<file path="src/rtl/le_sender.sv">
// Transmit-side Link Element endpoint: a staging FIFO feeds an output register
// that presents one token per cycle on O_FTk and re-presents it after a downstream nack.
package le_pkg;
  parameter int unsigned WIDTH_DATA = 8;

  typedef struct packed {
    logic                  v;
    logic [WIDTH_DATA-1:0] d;
  } FTk_t;

  typedef struct packed {
    logic n;
    logic t;
    logic v;
    logic c;
  } BTk_t;
endpackage

module le_sender
  import le_pkg::*;
#(
  parameter int unsigned DEPTH_FIFO = 4,
  parameter int unsigned TIMEOUT    = 64,
  parameter int unsigned WIDTH_NUM  = $clog2(DEPTH_FIFO)
) (
  input  logic                 clock,
  input  logic                 reset,
  input  FTk_t                 I_FTk,
  output BTk_t                 O_BTk,
  output FTk_t                 O_FTk,
  input  BTk_t                 I_BTk,
  input  logic                 I_Flush,
  output logic                 O_Empty,
  output logic                 O_Full,
  output logic [WIDTH_NUM:0]   O_Num,
  output logic [7:0]           O_Retry,
  output logic                 O_Err
);

  localparam int unsigned CNT_W = $clog2(TIMEOUT);

  typedef enum logic [1:0] {IDLE, SEND, HOLD} state_t;

  state_t                 state;
  logic [WIDTH_DATA-1:0]  mem [DEPTH_FIFO];
  logic [WIDTH_NUM:0]     wr_ptr;
  logic [WIDTH_NUM:0]     rd_ptr;
  logic [WIDTH_DATA-1:0]  r_out;
  logic [CNT_W-1:0]       hold_cnt;
  logic                   prev_nack;
  logic                   nack;
  logic                   push;
  logic                   pop;

  assign nack    = I_BTk.n;
  assign O_Num   = wr_ptr - rd_ptr;
  assign O_Full  = (O_Num == (WIDTH_NUM+1)'(DEPTH_FIFO));
  assign O_Empty = (O_Num == '0);
  assign push    = I_FTk.v & ~O_Full;
  // A pop only ever happens when the current R_Out (if any) is being accepted.
  assign pop     = ~O_Empty & ~nack & ((state == IDLE) | (state == SEND));

  always_comb begin
    O_BTk   = I_BTk;
    O_BTk.n = O_Full;
  end

  always_comb begin
    O_FTk = '0;
    if (state == SEND && !I_Flush) begin
      O_FTk.v = 1'b1;
      O_FTk.d = r_out;
    end
  end

  always_ff @(posedge clock) begin
    if (push && !I_Flush) mem[wr_ptr[WIDTH_NUM-1:0]] <= I_FTk.d;
  end

  always_ff @(posedge clock or negedge reset) begin
    if (!reset) begin
      state     <= IDLE;
      wr_ptr    <= '0;
      rd_ptr    <= '0;
      r_out     <= '0;
      hold_cnt  <= '0;
      prev_nack <= 1'b0;
      O_Retry   <= '0;
      O_Err     <= 1'b0;
    end else if (I_Flush) begin
      state     <= IDLE;
      wr_ptr    <= '0;
      rd_ptr    <= '0;
      r_out     <= '0;
      hold_cnt  <= '0;
      prev_nack <= nack;
      O_Retry   <= '0;
      O_Err     <= 1'b0;
    end else begin
      prev_nack <= nack;
      if (push) wr_ptr <= wr_ptr + 1'b1;
      if (pop) begin
        rd_ptr <= rd_ptr + 1'b1;
        r_out  <= mem[rd_ptr[WIDTH_NUM-1:0]];
      end
      case (state)
        IDLE: if (pop) state <= SEND;
        SEND: begin
          if (nack) begin
            if (O_Retry != '1) O_Retry <= O_Retry + 1'b1;
            hold_cnt <= '0;
            state    <= HOLD;
          end else if (!pop) begin
            state <= IDLE;
          end
        end
        HOLD: begin
          // Counter parks at TIMEOUT-1 so the stuck flag cannot be missed by wrap.
          if (hold_cnt == CNT_W'(TIMEOUT - 1)) O_Err <= 1'b1;
          else hold_cnt <= hold_cnt + 1'b1;
          if (!nack && !prev_nack) state <= SEND;
        end
        default: state <= IDLE;
      endcase
    end
  end

endmodule
</file>
<file path="config.mk">
export PLATFORM = sky130hd
export DESIGN_NAME = le_sender
export DESIGN_NICKNAME = d
export VERILOG_FILES = /design/src/rtl/le_sender.sv
export SDC_FILE = /design/constraint.sdc
export NUM_CORES = 1
export LEC_CHECK = 0
export ABC_AREA = 1
export BUFFER_PORTS_ARGS = -buffer_cell sky130_fd_sc_hd__buf_2
export CAP_MARGIN = 20
export CORE_MARGIN = 10
export CORE_UTILIZATION = 40
export CTS_BUF_LIST = sky130_fd_sc_hd__clkbuf_4
export DETAILED_ROUTE_END_ITERATION = 10
export GPL_TIMING_DRIVEN = 1
export PLACE_DENSITY = 0.56
export RECOVER_POWER = 25
export SYNTH_ARGS = -nofsm -noshare
export SYNTH_HDL_FRONTEND = slang
export SYNTH_SLANG_ARGS = --single-unit
</file>
<file path="constraint.sdc">
create_clock -name clock -period 5.7 [get_ports clock]
set_input_delay 1.14 -clock clock [delete_from_list [all_inputs] [get_ports clock]]
set_output_delay 1.14 -clock clock [all_outputs]
set_load 0.005 [all_outputs]
</file>
==> results.sh <==
export IMPL_antenna_found_initial=0
export IMPL_finalHoldViolations=0
export IMPL_synth_enable_flop_cells=32
export IMPL_tns_ns=0
export IMPL_synth_fp_nets=406
export IMPL_die_h_um=110.6
export IMPL_cp_arrival_ns=2.71
export IMPL_multiInputGateArea_um2=1195
export IMPL_path_common_cell="inv_1"
export IMPL_crit_path_cell_trace="ha_1 -> fa_1 -> nand2_1 -> inv_1 -> nand3_1 -> inv_1 -> buf_2"
export IMPL_postSynthCellCount=381
export IMPL_yosysSeqAreaShare_pct=53.70
export IMPL_fillers=819
export IMPL_yosysTopAreaCell="edfxtp_1"
export IMPL_tightestPinTransition_ns=1.754
export IMPL_critical_path_top_delay_family="flip-flops"
export IMPL_dieArea_um2=12220
export IMPL_gp_congestion=0.7993
export IMPL_core_area_um2=7848
export IMPL_cap_violations=1
export IMPL_grtUsageTotal_pct=10.67
export IMPL_fin_ws_ns=1.846
export IMPL_setup_viol=0
export IMPL_ys_ff_latch=64
export IMPL_route_detailed_drc=0
export IMPL_post_route_period_util_pct=67.61
export IMPL_synth_distinct_cells=26
export IMPL_grt_max_degree=42
export IMPL_cts_root_buf="clkbuf_4"
export IMPL_power_share_sequential_pct=46.4
export IMPL_synth_top_area_share_pct=29.29
export IMPL_crit_required_ns=4.56
export IMPL_synth_warning_count=0
export IMPL_crit_path_max_fanout=36
export IMPL_wl_per_cell_um=12.69
export IMPL_p_per_area_nw_per_um2=359.9
export IMPL_leakage_uw=0.001728
export IMPL_critPathKind="reg2out"
export IMPL_clk_pin_slew_ns=0.12
export IMPL_cp_start_kind="register"
export IMPL_layout_cells_non_filler=518
export IMPL_clockPowerShare_pct=23.9
export IMPL_first_pass_iters=4
export IMPL_syn_to_final_growth_pct=9.878
export IMPL_cts_inserted_buffers=9
export IMPL_drt_wl_total_um=6576
export IMPL_swShare_pct=37.34
export IMPL_critPathBufInv=3
export IMPL_grt_pass1_wl_um=10760
export IMPL_synth_area_per_cell_um2=8.611
export IMPL_max_freq_ghz=0.2595
export IMPL_fin_util_pct=45.93
export IMPL_cts_resized=0
export IMPL_async_reset_ff_share_pct=50.00
export IMPL_fin_skew_ns=0.01689
export IMPL_post_place_cells=502
export IMPL_ir_drop_mv=0.1485
export IMPL_post_place_ws_ns=2.035
export IMPL_outcome="complete, but fails checks"
export IMPL_hpwlAfterDp_um=4590
export IMPL_rsz0062_at_grt="false"
export IMPL_die_width_um=110.6
export IMPL_h_tree_depth=3
export IMPL_clk_path_buf_depth=2
export IMPL_post_synth_instance_area_um2=3281
export IMPL_ios=43
export IMPL_internal_power_uw=812.9
export IMPL_clk_latency_ns=0.42
export IMPL_drtIter0Drc=111
export IMPL_antennaDiodeCount=0
export IMPL_period_minus_slack_ns=3.854
export IMPL_postCtsSetupBuffers=0
export IMPL_slowest_delay_ns=1.01
export IMPL_clock_sinks=64
export IMPL_pwr_share_comb_pct=29.7
export IMPL_crit_slowest_cell="dfrtp_1"
export IMPL_rows=32
export IMPL_vias=2414
export IMPL_synthFlopType="edfxtp_1"
export IMPL_drive_gt1_share_pct=13.46
export IMPL_initial_core_util_pct=41.80
export IMPL_vias_per_cell=4.660
export IMPL_first_global_vias=2156
export IMPL_final_max_slew_violation_count=33
export IMPL_power_uw=1297
export IMPL_nets=436
export IMPL_crit_path_end_kind="output port"
export IMPL_violations="max-capacitance violations, max-slew violations"
export IMPL_cts_tree="yes"
export IMPL_yosys_top_cells_area="edfxtp_1 (29%), dfrtp_1 (24%), nand2_1 (11%)"
export IMPL_hold_class="reg2reg"
export IMPL_port_buffers=36
export IMPL_ctsHoldBuffers=0
export IMPL_ant_nets=0
export IMPL_overflow=0
export IMPL_slew_headroom_pct=-16.91
export IMPL_seqCellArea_um2=1762
export IMPL_p_switching_uw=484.4
[cell usage in the layout (no fill, tap or decap)]
cell        instances
a21oi_1             1
buf_2              26
bufinv_16           1
clkbuf_1           10
clkbuf_4            9
clkinv_1            1
clkinv_2            1
clkinv_4            1
clkinvlp_4          2
dfrtp_1            32
edfxtp_1           32
fa_1                1
ha_1                8
inv_1              56
inv_2               1
inv_6               1
nand2_1            96
nand2_2             3
nand3_1            40
nand3_2             1
nand4_1            20
nor2_1             41
nor3_1              2
nor3_4              1
nor3b_1             1
o21ai_0            11
o21ai_1             3
o21bai_1            2
or2_2               9
xor2_1              3
[flip-flops by register name, summed over array words and instances (netlist names)]
register / flops
O_Err: 1
mem: 32
prev_nack: 1
hold_cnt: 6
state: 2
rd_ptr: 3
r_out: 8
wr_ptr: 3
O_Retry: 8
[power by group through the flow]
stage | clock network (µW) | registers (µW) | logic [µW]
floorplan | 0 | 581 | 328
global placement | 0 | 611 | 389
detailed placement | 0 | 613 | 394
CTS | 320 | 603 | 395
global route | 337 | 614 | 444
finish | 310 | 602 | 385
[cell usage after synthesis, types with 3 or more instances]
cell type,count
nand2_1,96
inv_1,56
nor2_1,41
nand3_1,40
dfrtp_1,32
edfxtp_1,32
nand4_1,20
o21ai_0,11
or2_2,9
ha_1,8
buf_2,6
buf_4,6
nand2_2,3
o21ai_1,3
xor2_1,3
[final timing paths]
check / start / end / slack, ns / cells after the start
worst min register to register: O_Err / O_Err / 0.50 / 2
min in group asynchronous: reset / r_out[2] / 1.16 / 1
worst max-delay path: rd_ptr[0] / O_Full / 1.85 / 7
worst min-delay path: O_Err / O_Err / 0.50 / 2
max in group asynchronous: reset / wr_ptr[1] / 3.51 / 1
worst max register to register: rd_ptr[0] / mem[3][1] / 2.37 / 7
[worst min-delay path: stages (launching register included)]
cell     delay, ns
dfrtp_1       0.37
nand2_1       0.05
nand2_1       0.05
[per-layer routing]
layer | part of all wire (%) | vias to the layer above | global-route usage [%] | wire length [µm]
li1 | - | 1281 | - | -
met1 | 50 | 1083 | 13.98 | 3286
met2 | 45 | 41 | 16.04 | 2946
met3 | 3.6 | 9 | 2.755 | 240
met4 | 1.6 | 0 | 4.922 | 102
met5 | 0 | - | 0 | 0
[stage by stage]
stage / hold slack (ns) / area, µm²
4_1_cts: 0.5001 / 3617
5_1_grt: 0.5392 / 3605
3_5_place_dp: 0.4704 / 3478
2_1_floorplan: 0.4679 / 3281
3_3_place_gp: 0.4782 / 3478
6_report: 0.4981 / 3605
[cell type report]
type | instances | share of cell area (%)
tap | 102 | 3.540
timing repair buffer | 36 | 4.651
sequential | 64 | 48.87
inverter | 57 | 5.935
multi-input combinational | 243 | 33.15
clock buffer | 9 | 1.874
clock inverter | 7 | 1.978
[cells by family (layout without fill, tap and decap cells)]
kind of cell / count (synthesis) / in the layout / share of synthesized area, %
AO/OA/AOI/OAI: 17 / 17 / 2.745
XOR/XNOR: 3 / 3 / 0.8011
adder cells (fa/ha/maj): 9 / 9 / 3.661
buffers and inverters: 74 / 109 / 9.878
flip-flops: 64 / 64 / 53.70
AND/OR/NAND/NOR: 214 / 214 / 29.21
Power figures use the tool's default switching activity.
